<file path="config.mk">
export PLATFORM = sky130hd
export DESIGN_NAME = mem_arbiter
export DESIGN_NICKNAME = d
export VERILOG_FILES = /design/src/rtl/mips_pkg.sv /design/src/rtl/mem_arbiter.sv
export SDC_FILE = /design/constraint.sdc
export NUM_CORES = 1
export LEC_CHECK = 0
export BUFFER_PORTS_ARGS = -buffer_cell sky130_fd_sc_hd__buf_2
export CORE_UTILIZATION = 45
export DETAILED_ROUTE_END_ITERATION = 8
export PLACE_DENSITY = 0.79
export SETUP_SLACK_MARGIN = 0.02
export SLEW_MARGIN = 10
export SYNTH_ARGS = -nofsm -noshare
export SYNTH_HDL_FRONTEND = slang
export SYNTH_SLANG_ARGS = --single-unit
</file>
<file path="constraint.sdc">
create_clock -name clk -period 2.04 [get_ports clk]
set_input_delay 0.408 -clock clk [delete_from_list [all_inputs] [get_ports clk]]
set_output_delay 0.408 -clock clk [all_outputs]
set_load 0.01 [all_outputs]
</file>
<file path="src/rtl/mips_pkg.sv">
// Shared types and default widths for the memory-side blocks of the MIPS core.
package mips_pkg;

  localparam int unsigned ADDR_W_DEF = 32;
  localparam int unsigned DATA_W_DEF = 32;

  typedef enum logic [1:0] {
    IDLE = 2'd0,
    IACC = 2'd1,
    DACC = 2'd2
  } arb_state_t;

endpackage

</file>
<file path="src/rtl/mem_arbiter.sv">
// Arbitrates one shared memory port between instruction fetch and the data stage.
// Data wins ties, but fetch is guaranteed a grant after STARVE_MAX data grants.
module mem_arbiter
  import mips_pkg::*;
#(
  parameter int unsigned ADDR_W     = ADDR_W_DEF,
  parameter int unsigned DATA_W     = DATA_W_DEF,
  parameter int unsigned STARVE_MAX = 3
) (
  input  logic              clk,
  input  logic              reset_n,
  input  logic              iReq,
  input  logic [ADDR_W-1:0] iAddr,
  output logic [DATA_W-1:0] iRdata,
  output logic              iReady,
  input  logic              dReq,
  input  logic              dWe,
  input  logic [ADDR_W-1:0] dAddr,
  input  logic [DATA_W-1:0] dWdata,
  output logic [DATA_W-1:0] dRdata,
  output logic              dReady,
  output logic              memReq,
  output logic              memWe,
  output logic [ADDR_W-1:0] memAddr,
  output logic [DATA_W-1:0] memWdata,
  input  logic [DATA_W-1:0] memRdata,
  input  logic              memAck,
  output logic              StallMF,
  output logic              StallMM
);

  localparam int unsigned CntW = (STARVE_MAX > 0) ? $clog2(STARVE_MAX + 1) : 1;
  localparam logic [CntW-1:0] CntMax = CntW'(STARVE_MAX);

  arb_state_t        r_state, w_state_next;
  logic [CntW-1:0]   r_starve_cnt, w_starve_next;
  logic [ADDR_W-1:0] r_addr;
  logic              r_we;
  logic [DATA_W-1:0] r_wdata;
  logic [DATA_W-1:0] r_irdata;
  logic [DATA_W-1:0] r_drdata;
  logic              w_grant_i, w_grant_d;
  logic              w_done_i, w_done_d;

  always_comb begin
    w_state_next  = r_state;
    w_starve_next = r_starve_cnt;
    w_grant_i     = 1'b0;
    w_grant_d     = 1'b0;
    w_done_i      = 1'b0;
    w_done_d      = 1'b0;
    unique case (r_state)
      IDLE: begin
        if (dReq && (!iReq || (r_starve_cnt < CntMax))) begin
          w_grant_d    = 1'b1;
          w_state_next = DACC;
          // Only count data grants that actually made fetch wait.
          if (iReq && (r_starve_cnt != CntMax)) begin
            w_starve_next = r_starve_cnt + CntW'(1);
          end
        end else if (iReq) begin
          w_grant_i     = 1'b1;
          w_state_next  = IACC;
          w_starve_next = '0;
        end
      end
      IACC: begin
        if (memAck) begin
          w_done_i     = 1'b1;
          w_state_next = IDLE;
        end
      end
      DACC: begin
        if (memAck) begin
          w_done_d     = 1'b1;
          w_state_next = IDLE;
        end
      end
      default: w_state_next = IDLE;
    endcase
  end

  always_ff @(posedge clk or negedge reset_n) begin
    if (!reset_n) begin
      r_state      <= IDLE;
      r_starve_cnt <= '0;
      r_addr       <= '0;
      r_we         <= 1'b0;
      r_wdata      <= '0;
      r_irdata     <= '0;
      r_drdata     <= '0;
    end else begin
      r_state      <= w_state_next;
      r_starve_cnt <= w_starve_next;
      if (w_grant_d) begin
        r_addr  <= dAddr;
        r_we    <= dWe;
        r_wdata <= dWdata;
      end else if (w_grant_i) begin
        r_addr <= iAddr;
        r_we   <= 1'b0;
      end
      if (w_done_i) begin
        r_irdata <= memRdata;
      end
      if (w_done_d) begin
        r_drdata <= memRdata;
        r_we     <= 1'b0;
      end
    end
  end

  assign memReq   = (r_state != IDLE);
  assign memWe    = r_we;
  assign memAddr  = r_addr;
  assign memWdata = r_wdata;
  assign iRdata   = r_irdata;
  assign dRdata   = r_drdata;
  assign iReady   = w_done_i;
  assign dReady   = w_done_d;
  assign StallMF  = iReq & ~w_done_i;
  assign StallMM  = dReq & ~w_done_d;

endmodule

</file>
; ---- After elaboration in Yosys (flattened, before gate mapping)
; Index checks and enable logic that the tools add are counted.
[totals]
register_bits = 133
output_inout_bits = 134
wordCells = 51
input_bits = 134
[classes]
bitwise = 4
eq_ne = 6
n_lt_le_gt_ge = 1
add_sub_neg = 1
reduce_logical = 12
muxes = 20
[ops]
columns = op, n
row1 = two-way mux 32 bit, 2
row2 = two-way mux 2 bit, 6
row3 = two-way mux 1 bit, 11
row4 = nonzero test 2 bit, 3
row5 = "inequality test 2 x 1 -> 1 bit, second input constant", 2
row6 = one-hot mux 2 bit (2 select lines), 1
row7 = "inequality test 3 bit, second input constant", 1
row8 = AND reduction 3 bit, 1
row9 = nonzero test 3 bit, 1
row10 = "adder 2 x 1 -> 2 bit, second input constant", 1
row11 = bitwise AND 1 bit, 2
row12 = "equality test 2 x 1 -> 1 bit, second input constant", 1
row13 = "equality test 2 bit, second input constant", 1
row14 = logical AND 1 bit, 2
row15 = logical NOT 2 bit, 1
row16 = "< comparator 2 bit, second input constant", 1
row17 = "inequality test 2 bit, second input constant", 1
row18 = inverter 1 bit, 2
row19 = AND reduction 2 bit, 1
row20 = OR reduction 2 bit, 1
row21 = logical NOT 1 bit, 1
row22 = logical OR 1 bit, 1

; ---- Logic depth before layout (Yosys ltp)
; Gate-level depths: netlist (run 1).
[depth]
ltp_word = 8
mapped_depth = 6
depth_no_buf = 5

; ---- Least setup slack after synthesis (run 1)
; Ideal clock, no wire load.
[synth_timing]
kind = register -> output
from = register r_state[0]
to = output StallMM
arrival_time_ps = 1197
n_path_buf = 1
path_slack_ps = 435
required_ps = 1632
path_stages_with_launch = 6
cell_sequence = dfrtp_1 > inv_1 > ha_1 > nand2_1 > buf_2 > and2_1
[synth_via]
elab_chain_len = 4
[synth_rtl]
columns = element, line
row1 = from (decl), mem_arbiter.sv:35  ; arb_state_t r_state, w_state_next;
row2 = from (signal assigned), mem_arbiter.sv:93  ; r_state <= w_state_next;
row3 = equality test 2 bit, mem_arbiter.sv:52  ; unique case (r_state)
row4 = two-way mux 1 bit, mem_arbiter.sv:52
row5 = inverter 1 bit, mem_arbiter.sv:122  ; assign StallMM = dReq & ~w_done_d;
row6 = bitwise AND 1 bit, mem_arbiter.sv:122
row7 = to (decl), mem_arbiter.sv:29  ; output logic StallMM
; No other way between the ends.

; ---- Worst setup path after layout (run 1)
[layout_timing]
from = register r_state[0]
to = output iReady
[layout_via]
elab_chain_len = 2
[layout_rtl]
columns = element, line
row1 = equality test 2 x 1 -> 1 bit, mem_arbiter.sv:52
row2 = two-way mux 1 bit, mem_arbiter.sv:52
row3 = to (decl), mem_arbiter.sv:15  ; output logic iReady,
; No other way between the ends.

==> results of run 1 <==
-- placed cells by master (no fill, tap or decap), types with 2 or more instances in the layout --
| cell type | count |
|---|---|
| nand2_1 | 5 |
| o21ai_0 | 3 |
| clkbuf_8 | 3 |
| nand2_2 | 2 |
| inv_1 | 6 |
| buf_2 | 266 |
| nand3_1 | 3 |
| clkinvlp_4 | 2 |
| clkinv_2 | 6 |
| clkbuf_16 | 17 |
| a221o_1 | 32 |
| dfrtp_1 | 133 |
| buf_12 | 4 |
| buf_4 | 6 |
| clkbuf_1 | 3 |
| ha_1 | 4 |
| and2_1 | 34 |
| mux2_2 | 97 |
-- metal layers --
layer	GRT usage	up-vias	share of wire
met3	0.0653	17	0.068
met4	0.0933	0	0.017
li1	-	1805	-
met5	0	-	0
met1	0.230	1981	0.38
met2	0.381	161	0.54
-- cell type report --
cell class | count | area (um^2) | share of cell area
sequential | 133 | 3330 | 0.453
multi-input combinational | 187 | 1790 | 0.243
timing repair buffer | 278 | 1500 | 0.204
clock buffer | 23 | 478 | 0.0650
tap | 143 | 179 | 0.0243
clock inverter | 9 | 53.8 | 0.00732
inverter | 7 | 26.3 | 0.00357
-- registers in the layout, indices dropped and copies added (netlist names) --
signal        count
memWe             1
dRdata           32
r_state           2
iRdata           32
r_starve_cnt      2
memWdata         32
memAddr          32
-- power groups by stage --
| stage | combinational (uW) | clock [uW] | sequential, uW |
|---|---|---|---|
| final | 4740 | 2720 | 4620 |
| after floorplan | 2090 | 0 | 5230 |
| after CTS | 4800 | 2780 | 4620 |
| after global routing | 5150 | 2880 | 4780 |
| after global placement | 4580 | 0 | 4550 |
| after detailed placement | 4730 | 0 | 4640 |
-- path summary, 6_finish.rpt --
path                                      start         endpoint  slack [ns]  cells past startpoint
min in group asynchronous               reset_n       iRdata[25]        0.43                      2
worst min register to register  r_starve_cnt[1]  r_starve_cnt[1]        0.49                      2
worst max-delay path                 r_state[0]           iReady        0.14                      5
worst max register to register       r_state[0]      memAddr[26]        0.33                      5
worst min-delay path                 dWdata[19]     memWdata[19]        0.22                      2
max in group asynchronous               reset_n        dRdata[9]        0.89                      3
-- kinds of logic (layout without fill, tap and decap cells) --
family                     Yosys count  after routing  share of synthesized area
adders and majority gates            4              4                    0.00954
DFF                                133            133                      0.634
and+or+nand+nor                     47             47                     0.0515
muxes                               98             98                      0.210
buffers and inverters               26            317                     0.0272
AOI/OAI and AO/OA                   38             38                     0.0677
-- per-stage QoR --
stage          area, um^2  hold slack [ns]  utilization
6_report             7350            0.225        0.647
5_1_grt              7350            0.211        0.647
4_1_cts              7350            0.204        0.647
3_5_place_dp         6770            0.319        0.595
3_3_place_gp         6770            0.314        0.595
2_1_floorplan        5250            0.112            -
-- worst reg2reg max path, cell delays in order (launching register included) --
cell,delay (ns)
dfrtp_1,0.39
inv_1,0.09
ha_1,0.18
nand2_1,0.12
nor2_4,0.59
a221o_1,0.28
-- timing repair --
action	CTS	global route
gates cloned	1	0
setup endpoints to repair	34	1
hold buffers	1	0
pin swaps	0	0
resized for setup	2	2
endpoints found under the hold margin	21	0
==> impl_metrics.prom, run 1 <==
# TYPE chip_impl_metric gauge
chip_impl_info{name="run_status",value="complete, no violations"} 1
chip_impl_metric{name="synthesis.instances",unit=""} 346
chip_impl_metric{name="timing.critical_path.buf_inv",unit=""} 3
chip_impl_metric{name="number_of_nets_in_the_layout",unit=""} 762
chip_impl_metric{name="tritoncts_num_sinks",unit=""} 133
chip_impl_metric{name="synth_top_cell_area_share",unit=""} 0.634
chip_impl_metric{name="setup_viol",unit=""} 0
chip_impl_metric{name="comb_power_share",unit=""} 0.392
chip_impl_metric{name="syn_to_final_growth",unit="%"} 40.1
chip_impl_metric{name="fillers",unit=""} 875
chip_impl_metric{name="inserted_clock_buffers",unit=""} 17
chip_impl_metric{name="cell_internal_pwr",unit="uW"} 8080
chip_impl_metric{name="preCtsSetupSlack",unit="ns"} -0.0403
chip_impl_metric{name="finalWirelength",unit="um"} 13100
chip_impl_metric{name="gpl.final_weighted_congestion",unit=""} 0.833
chip_impl_metric{name="initial_antenna_violation_count",unit=""} 0
chip_impl_metric{name="route.detailed.vias_per_inst",unit=""} 5.08
chip_impl_metric{name="synth_enable_flop_cells",unit=""} 0
chip_impl_metric{name="max_clock_freq",unit="MHz"} 527
chip_impl_metric{name="grt_start_max_net_pins",unit=""} 81
chip_impl_metric{name="area_of_the_die",unit="um^2"} 12100
chip_impl_metric{name="drt-pass1-iter-count",unit=""} 4
chip_impl_metric{name="sequentialPowerShare",unit=""} 0.382
chip_impl_info{name="dominantRegCellSynth",value="dfrtp_1"} 1
chip_impl_info{name="endpoint_kind",value="output port"} 1
chip_impl_metric{name="number_of_synthesis_warnings",unit=""} 0
chip_impl_metric{name="synth-seq-area-share",unit=""} 0.634
chip_impl_metric{name="placeableCoreArea",unit="um^2"} 11400
chip_impl_metric{name="power_density",unit="nW/um^2"} 1640
chip_impl_metric{name="via_count_of_the_first_global_routing_pass",unit=""} 3982
chip_impl_metric{name="max-cap-violations",unit=""} 0
chip_impl_metric{name="clk_path_buf_depth",unit=""} 2
chip_impl_metric{name="num_rows",unit=""} 39
chip_impl_metric{name="dpl.cell_count",unit=""} 746
chip_impl_metric{name="detailedPlacementHpwl",unit="um"} 9430
chip_impl_metric{name="clkPwrFrac",unit=""} 0.225
chip_impl_metric{name="timing.setup.tns",unit="ns"} 0
chip_impl_metric{name="remaining_drc_errors",unit=""} 0
chip_impl_metric{name="critPathMaxStageDelay",unit="ns"} 0.39
chip_impl_metric{name="timing.clock.skew",unit="ns"} 0.00514
chip_impl_info{name="clock_tree_from_tritoncts",value="yes"} 1
chip_impl_metric{name="cts.htree.levels",unit=""} 4
chip_impl_metric{name="postLayoutSetupSlackWorst",unit="ns"} 0.142
chip_impl_metric{name="timing.final.hold_violations",unit=""} 0
chip_impl_metric{name="power.switching_fraction",unit=""} 0.331
chip_impl_metric{name="input_output_buffers",unit=""} 267
chip_impl_metric{name="drt_iter0_markers",unit=""} 241
chip_impl_metric{name="starting_utilization_of_the_core_area",unit=""} 0.462
chip_impl_metric{name="route.antenna.remaining_nets",unit=""} 0
chip_impl_metric{name="cp_data_required_time",unit="ns"} 1.63
chip_impl_metric{name="synth_area_per_cell",unit="um^2"} 15.2
chip_impl_metric{name="totalPowerFinal",unit="uW"} 12100
chip_impl_metric{name="slew_viol_final",unit=""} 0
chip_impl_metric{name="clock_latency_at_the_later_pin_of_the_worst_skew_pair",unit="ns"} 0.41
chip_impl_metric{name="switchingPower",unit="uW"} 4000
chip_impl_metric{name="io_pins",unit=""} 268
chip_impl_metric{name="detail_route.wl_per_cell",unit="um"} 16.8
chip_impl_info{name="ctsRootBufferMaster",value="clkbuf_16"} 1
chip_impl_metric{name="drive_gt1_frac",unit=""} 0.639
chip_impl_info{name="rsz0062_at_grt",value="no"} 1
chip_impl_metric{name="p_leak",unit="uW"} 0.00376
chip_impl_metric{name="syn_area",unit="um^2"} 5250
chip_impl_metric{name="grt_overflow_total",unit=""} 0
chip_impl_info{name="worst_path_top_cell_family_by_delay",value="flip-flops"} 1
chip_impl_metric{name="ys_seq_elements",unit=""} 133
chip_impl_metric{name="grt_usage",unit=""} 0.213
chip_impl_metric{name="peakVddDrop",unit="mV"} 0.904
chip_impl_info{name="cp_cell_sequence",value="ha_1 > nand2_2 > buf_12 > inv_1 > buf_2"} 1
chip_impl_metric{name="synth.lib_cells_used.distinct",unit=""} 19
chip_impl_metric{name="critPathArrivalTime",unit="ns"} 1.49
chip_impl_info{name="synth.top_cells.by_count",value="dfrtp_1 (133), mux2_2 (97), and2_1 (34), a221o_1 (32), buf_2 (12)"} 1
chip_impl_metric{name="finish.cell_count_without_fillers",unit=""} 780
chip_impl_info{name="critical_path_class",value="reg -> out"} 1
chip_impl_metric{name="ys_async_sr_fraction",unit=""} 1.00
chip_impl_info{name="slowest_stage_cell_cp",value="dfrtp_1"} 1
chip_impl_metric{name="maxSlewHeadroom",unit=""} 0.504
chip_impl_metric{name="die_width",unit="um"} 110
chip_impl_metric{name="period_needed",unit="ns"} 1.90
chip_impl_metric{name="synth_nets",unit=""} 484
chip_impl_metric{name="timing_worst_slew_pin_value",unit="ns"} 0.743
chip_impl_metric{name="final.period_utilization",unit=""} 0.930
chip_impl_info{name="setup.worst_path.start_class",value="register"} 1
chip_impl_info{name="min_path_type",value="in -> reg"} 1
chip_impl_metric{name="via_count",unit=""} 3964
chip_impl_info{name="yosysMostFrequentCell",value="dfrtp_1"} 1
chip_impl_metric{name="path_clk_slew",unit="ns"} 0.06
chip_impl_info{name="synth.largest_area_cell",value="dfrtp_1"} 1
chip_impl_metric{name="cts.repair_timing.setup_buffer_count",unit=""} 0
chip_impl_metric{name="crit_path_max_fanout",unit=""} 17
chip_impl_metric{name="fp.dieH",unit="um"} 110
chip_impl_info{name="synth.top_cells.by_area",value="dfrtp_1 (63%), mux2_2 (21%), a221o_1 (6.1%)"} 1
chip_impl_metric{name="antenna-diode-count",unit=""} 0
chip_impl_metric{name="grt_first_pass_wirelength",unit="um"} 19000
Note: power is estimated with default switching activity, not from simulation.
==> inputs of run 2 (changes only) <==
- REMOVE_ABC_BUFFERS: not set -> 1
- clock period: 2.04 -> 2.3 ns (I/O delays scaled with it)
==> impl_metrics.prom, run 2 (synthesis results as in run 1) <==
# TYPE chip_impl_metric gauge
chip_impl_info{name="run_status",value="complete, no violations"} 1
chip_impl_info{name="endpoint_kind",value="output port"} 1
chip_impl_metric{name="crit_path_max_fanout",unit=""} 11
chip_impl_metric{name="cts.repair_timing.setup_buffer_count",unit=""} 0
chip_impl_metric{name="timing.clock.skew",unit="ns"} 0.00567
chip_impl_info{name="r2r-end",value="memAddr[19]"} 1
chip_impl_metric{name="input_output_buffers",unit=""} 267
chip_impl_metric{name="number_of_nets_in_the_layout",unit=""} 760
chip_impl_metric{name="grt_usage",unit=""} 0.210
chip_impl_metric{name="count_of_cells_resized_by_post_cts_repair",unit=""} 0
chip_impl_metric{name="route.antenna.remaining_nets",unit=""} 0
chip_impl_metric{name="peakVddDrop",unit="mV"} 0.878
chip_impl_metric{name="drive_gt1_frac",unit=""} 0.639
chip_impl_metric{name="finalWirelength",unit="um"} 12800
chip_impl_metric{name="placeableCoreArea",unit="um^2"} 11400
chip_impl_metric{name="num_rows",unit=""} 39
chip_impl_metric{name="clock_latency_at_the_later_pin_of_the_worst_skew_pair",unit="ns"} 0.41
chip_impl_info{name="setup.worst_path.start_class",value="register"} 1
chip_impl_metric{name="timing_worst_slew_pin_value",unit="ns"} 1.09
chip_impl_metric{name="detail_route.wl_per_cell",unit="um"} 16.5
chip_impl_metric{name="timing.setup.tns",unit="ns"} 0
chip_impl_metric{name="via_count",unit=""} 3952
chip_impl_metric{name="cts.htree.levels",unit=""} 4
chip_impl_metric{name="fp.dieH",unit="um"} 110
chip_impl_info{name="most_common_library_cell_in_the_layout_ignoring_fill_and_taps",value="buf_2"} 1
chip_impl_metric{name="maxSlewHeadroom",unit=""} 0.277
chip_impl_metric{name="area_of_the_die",unit="um^2"} 12100
chip_impl_metric{name="grt_overflow_total",unit=""} 0
chip_impl_metric{name="timing.final.hold_violations",unit=""} 0
chip_impl_metric{name="r2r_setup_slack",unit="ns"} 0.48
chip_impl_metric{name="antenna-diode-count",unit=""} 0
chip_impl_metric{name="max-cap-violations",unit=""} 0
chip_impl_metric{name="slew_viol_final",unit=""} 0
chip_impl_metric{name="path_clk_slew",unit="ns"} 0.05
chip_impl_metric{name="initial_antenna_violation_count",unit=""} 0
chip_impl_metric{name="cts_hold_buf",unit=""} 0
chip_impl_metric{name="final.period_utilization",unit=""} 0.890
chip_impl_metric{name="route.detailed.vias_per_inst",unit=""} 5.08
chip_impl_metric{name="cp_data_required_time",unit="ns"} 1.84
chip_impl_metric{name="drt_iter0_markers",unit=""} 266
chip_impl_metric{name="max_clock_freq",unit="MHz"} 489
chip_impl_metric{name="grt_first_pass_wirelength",unit="um"} 18800
chip_impl_metric{name="inserted_clock_buffers",unit=""} 17
chip_impl_metric{name="critPathArrivalTime",unit="ns"} 1.59
chip_impl_metric{name="dpl.cell_count",unit=""} 746
chip_impl_metric{name="clk_path_buf_depth",unit=""} 2
chip_impl_metric{name="starting_utilization_of_the_core_area",unit=""} 0.462
chip_impl_metric{name="setup_viol",unit=""} 0
chip_impl_metric{name="grt_start_max_net_pins",unit=""} 61
chip_impl_metric{name="timing.reg2reg.worst_path_depth",unit=""} 5
chip_impl_metric{name="io_pins",unit=""} 268
chip_impl_metric{name="via_count_of_the_first_global_routing_pass",unit=""} 3813
chip_impl_info{name="crit_reg_reg_startpoint",value="r_state[0]"} 1
chip_impl_info{name="critical_path_class",value="reg -> out"} 1
chip_impl_info{name="ctsRootBufferMaster",value="clkbuf_16"} 1
chip_impl_metric{name="gpl.final_weighted_congestion",unit=""} 0.758
chip_impl_metric{name="tritoncts_num_sinks",unit=""} 133
chip_impl_metric{name="die_width",unit="um"} 110
chip_impl_metric{name="detailedPlacementHpwl",unit="um"} 9280
chip_impl_metric{name="power_density",unit="nW/um^2"} 1500
chip_impl_metric{name="remaining_drc_errors",unit=""} 0
chip_impl_metric{name="syn_to_final_growth",unit="%"} 40.6
chip_impl_metric{name="finish.cell_count_without_fillers",unit=""} 778
chip_impl_info{name="rsz0062_at_grt",value="no"} 1
chip_impl_metric{name="p_leak",unit="uW"} 0.00375
chip_impl_metric{name="period_needed",unit="ns"} 2.05
chip_impl_info{name="highest_count_cells_in_the_layout_ignoring_fill_and_taps",value="buf_2 (266), dfrtp_1 (133), mux2_2 (97)"} 1
chip_impl_metric{name="drt-pass1-iter-count",unit=""} 4
chip_impl_info{name="clock_tree_from_tritoncts",value="yes"} 1
chip_impl_info{name="min_path_type",value="in -> async"} 1
## run 2: cell types whose count changed in the layout (fill, tap and decap cells not counted), sizes merged
cell	delta
inv	+2
clkinv	-5
clkbuf	-1
bufinv	+4
bufbuf	-1
dlygate4sd3	-1
## run 2: final cells by class
| type | count | area, um^2 |
|---|---|---|
| tap | 143 | 179 |
| fill | 853 | 3990 |
| inverter | 7 | 26.3 |
| timing repair buffer | 276 | 1420 |
| clock inverter | 10 | 170 |
| sequential | 133 | 3330 |
| clock buffer | 22 | 464 |
| multi-input combinational | 187 | 1790 |
## run 2: power by group
| group | internal, uW | total [uW] | switching [uW] |
|---|---|---|---|
| clock network | 1880 | 2860 | 975 |
| logic | 2110 | 4090 | 1970 |
| registers | 3520 | 4110 | 583 |
| total | 7520 | 11100 | 3530 |
## run 2: how the worst max path moves through the flow
stage / start / endpoint / slack [ns] / cells past startpoint
3_5_place_dp: r_state[0] / memAddr[19] / 0.11 / 4
3_3_place_gp: r_state[0] / memAddr[21] / 0.27 / 4
4_1_cts: r_state[0] / StallMM / 0.08 / 5
6_report: r_state[0] / StallMM / 0.25 / 5
5_1_grt: r_state[0] / iReady / 0.14 / 5
2_1_floorplan: r_state[0] / memWdata[0] / 0.17 / 4
## run 2: critical path: stages (launching register included)
cell and delay [ns]:
dfrtp_1 0.38, inv_1 0.08, ha_1 0.20, nand2_2 0.20, and2_1 0.18, buf_2 0.13
## run 2: through the flow
stage | util | worst slack, ns | hold WS [ns] | power, uW | instance area [um^2]
floorplan | - | 0.172 | 0.164 | 6400 | 5130
global placement | 0.593 | 0.272 | 0.464 | 8050 | 6740
detailed placement | 0.593 | 0.108 | 0.473 | 8260 | 6740
CTS | 0.649 | 0.0809 | 0.0246 | 11200 | 7370
global route | 0.649 | 0.140 | 0.0607 | 11800 | 7380
finish | 0.649 | 0.254 | 0.0277 | 11100 | 7380
## run 2: per-layer routing
metal	part of all wire	track usage
met3	0.084	0.0647
met1	0.39	0.235
met2	0.50	0.364
met4	0.026	0.0990
met5	0	0
==> inputs of run 3 (changes only) <==
- RECOVER_POWER: not set -> 50
==> impl_metrics.prom, run 3 (synthesis results as in run 1) <==
# TYPE chip_impl_metric gauge
chip_impl_info{name="run_status",value="complete, no violations"} 1
chip_impl_metric{name="drt-pass1-iter-count",unit=""} 4
chip_impl_metric{name="drive_gt1_frac",unit=""} 0.543
chip_impl_info{name="min_path_type",value="in -> reg"} 1
chip_impl_metric{name="timing.hold.ws",unit="ns"} 0.278
chip_impl_metric{name="input_output_buffers",unit=""} 267
chip_impl_info{name="most_common_library_cell_in_the_layout_ignoring_fill_and_taps",value="buf_2"} 1
chip_impl_metric{name="io_pins",unit=""} 268
chip_impl_metric{name="die_width",unit="um"} 110
chip_impl_metric{name="route.antenna.remaining_nets",unit=""} 0
chip_impl_metric{name="grt_overflow_total",unit=""} 0
chip_impl_metric{name="area_of_the_die",unit="um^2"} 12100
chip_impl_info{name="endpoint_kind",value="output port"} 1
chip_impl_metric{name="max_clock_freq",unit="MHz"} 487
chip_impl_metric{name="use_met3",unit=""} 0.0647
chip_impl_metric{name="antenna-diode-count",unit=""} 0
chip_impl_metric{name="finish.cell_count_without_fillers",unit=""} 778
chip_impl_metric{name="maxSlewHeadroom",unit=""} 0.0395
chip_impl_metric{name="num_rows",unit=""} 39
chip_impl_metric{name="grt.met1_usage",unit=""} 0.235
chip_impl_metric{name="final.period_utilization",unit=""} 0.893
chip_impl_metric{name="timing_worst_slew_pin_value",unit="ns"} 1.44
chip_impl_metric{name="crit_path_max_fanout",unit=""} 11
chip_impl_info{name="highest_count_cells_in_the_layout_ignoring_fill_and_taps",value="buf_2 (206), dfrtp_1 (133), mux2_2 (97)"} 1
chip_impl_metric{name="comb_power_share",unit=""} 0.360
chip_impl_metric{name="clock_latency_at_the_later_pin_of_the_worst_skew_pair",unit="ns"} 0.41
chip_impl_metric{name="tritoncts_num_sinks",unit=""} 133
chip_impl_metric{name="cts.htree.levels",unit=""} 4
chip_impl_info{name="clock_tree_from_tritoncts",value="yes"} 1
chip_impl_info{name="critical_path_class",value="reg -> out"} 1
chip_impl_metric{name="power.switching_fraction",unit=""} 0.325
chip_impl_metric{name="power_density",unit="nW/um^2"} 1500
chip_impl_metric{name="switchingPower",unit="uW"} 3550
chip_impl_info{name="rsz0062_at_grt",value="no"} 1
chip_impl_metric{name="count_of_cells_resized_by_post_cts_repair",unit=""} 0
chip_impl_metric{name="timing.clock.skew",unit="ns"} 0.00482
chip_impl_metric{name="fp.dieH",unit="um"} 110
chip_impl_metric{name="cts.repair_timing.setup_buffer_count",unit=""} 0
chip_impl_metric{name="cp_data_required_time",unit="ns"} 1.84
chip_impl_metric{name="slew_viol_final",unit=""} 0
chip_impl_metric{name="clkPwrFrac",unit=""} 0.262
chip_impl_metric{name="finalWirelength",unit="um"} 12700
chip_impl_info{name="setup.worst_path.start_class",value="register"} 1
chip_impl_metric{name="timing.final.hold_violations",unit=""} 0
chip_impl_metric{name="gpl.final_weighted_congestion",unit=""} 0.758
chip_impl_metric{name="syn_to_final_growth",unit="%"} 38.7
chip_impl_metric{name="placeableCoreArea",unit="um^2"} 11400
chip_impl_metric{name="detailedPlacementHpwl",unit="um"} 9280
chip_impl_info{name="gr-max-usage-layer",value="met2"} 1
chip_impl_metric{name="number_of_nets_in_the_layout",unit=""} 760
chip_impl_metric{name="met2_resource_use_gr",unit=""} 0.364
chip_impl_metric{name="path_clk_slew",unit="ns"} 0.06
chip_impl_info{name="ctsRootBufferMaster",value="clkbuf_16"} 1
chip_impl_metric{name="sequentialPowerShare",unit=""} 0.378
chip_impl_metric{name="remaining_drc_errors",unit=""} 0
chip_impl_metric{name="period_needed",unit="ns"} 2.05
chip_impl_metric{name="detail_route.wl_per_cell",unit="um"} 16.4
chip_impl_metric{name="p_leak",unit="uW"} 0.00356
chip_impl_metric{name="via_count",unit=""} 3953
chip_impl_metric{name="peakVddDrop",unit="mV"} 0.875
chip_impl_metric{name="cts_hold_buf",unit=""} 0
chip_impl_metric{name="route.detailed.vias_per_inst",unit=""} 5.08
chip_impl_metric{name="grt_first_pass_wirelength",unit="um"} 18800
chip_impl_metric{name="inserted_clock_buffers",unit=""} 17
chip_impl_metric{name="initial_antenna_violation_count",unit=""} 0
chip_impl_metric{name="cell_internal_pwr",unit="uW"} 7370
chip_impl_metric{name="starting_utilization_of_the_core_area",unit=""} 0.462
chip_impl_metric{name="dpl.cell_count",unit=""} 746
chip_impl_metric{name="setup_viol",unit=""} 0
chip_impl_metric{name="timing.setup.tns",unit="ns"} 0
chip_impl_metric{name="grt_start_max_net_pins",unit=""} 61
chip_impl_metric{name="via_count_of_the_first_global_routing_pass",unit=""} 3813
chip_impl_metric{name="clk_path_buf_depth",unit=""} 2
chip_impl_metric{name="drt_iter0_markers",unit=""} 211
chip_impl_metric{name="critPathArrivalTime",unit="ns"} 1.59
chip_impl_metric{name="max-cap-violations",unit=""} 0
chip_impl_metric{name="grt_usage",unit=""} 0.210
[run 3: cell count changes in the layout (fill, tap and decap cells not counted), sizes merged]
| cell | change |
|---|---|
| buf | -64 |
| clkbuf | +64 |
[run 3: layout make-up]
| class | instances | area, um^2 |
|---|---|---|
| clock buffer | 22 | 464 |
| clock inverter | 10 | 170 |
| fill | 894 | 4090 |
| inverter | 7 | 26.3 |
| multi-input combinational | 187 | 1790 |
| sequential | 133 | 3330 |
| tap | 143 | 179 |
| timing repair buffer | 276 | 1320 |
[run 3: worst max-delay path, stage by stage, from the launching register on]
cell and delay [ns]:
dfrtp_1 0.39, inv_1 0.08, ha_1 0.20, nand2_2 0.20, and2_1 0.18, buf_2 0.14
[run 3: path summary, 6_finish.rpt]
check	start	end	slack, ns	depth (start not counted)
max	r_state[0]	StallMM	0.25	5
min	iAddr[20]	memAddr[20]	0.28	2
max in group asynchronous	reset_n	iRdata[5]	0.55	2
min in group asynchronous	reset_n	dRdata[31]	0.40	1
min reg2reg	iRdata[2]	iRdata[2]	0.50	1
max reg2reg	r_state[0]	memAddr[19]	0.47	5
[run 3: through the flow]
step | setup slack [ns] | utilization | total power, uW | area (um^2)
2_1_floorplan | 0.172 | - | 6400 | 5130
3_3_place_gp | 0.272 | 0.593 | 8050 | 6740
3_5_place_dp | 0.108 | 0.593 | 8260 | 6740
4_1_cts | 0.0809 | 0.649 | 11200 | 7370
5_1_grt | 0.140 | 0.640 | 11600 | 7280
6_report | 0.246 | 0.640 | 10900 | 7280
[run 3: power by group through the flow]
stage | clock network [uW] | registers [uW] | logic, uW
2_1_floorplan | 0 | 4640 | 1760
3_3_place_gp | 0 | 4060 | 3990
3_5_place_dp | 0 | 4110 | 4140
4_1_cts | 2910 | 4110 | 4140
5_1_grt | 3030 | 4270 | 4320
6_report | 2860 | 4120 | 3930
[run 3: metal layers]
metal  part of all wire  vias to the layer above  wire length [um]
li1                   -                     1799                 -
met1               0.39                     1947              5000
met2               0.50                      182              6400
met3              0.080                       25              1020
met4              0.025                        0               314
met5                  0                        -                 0
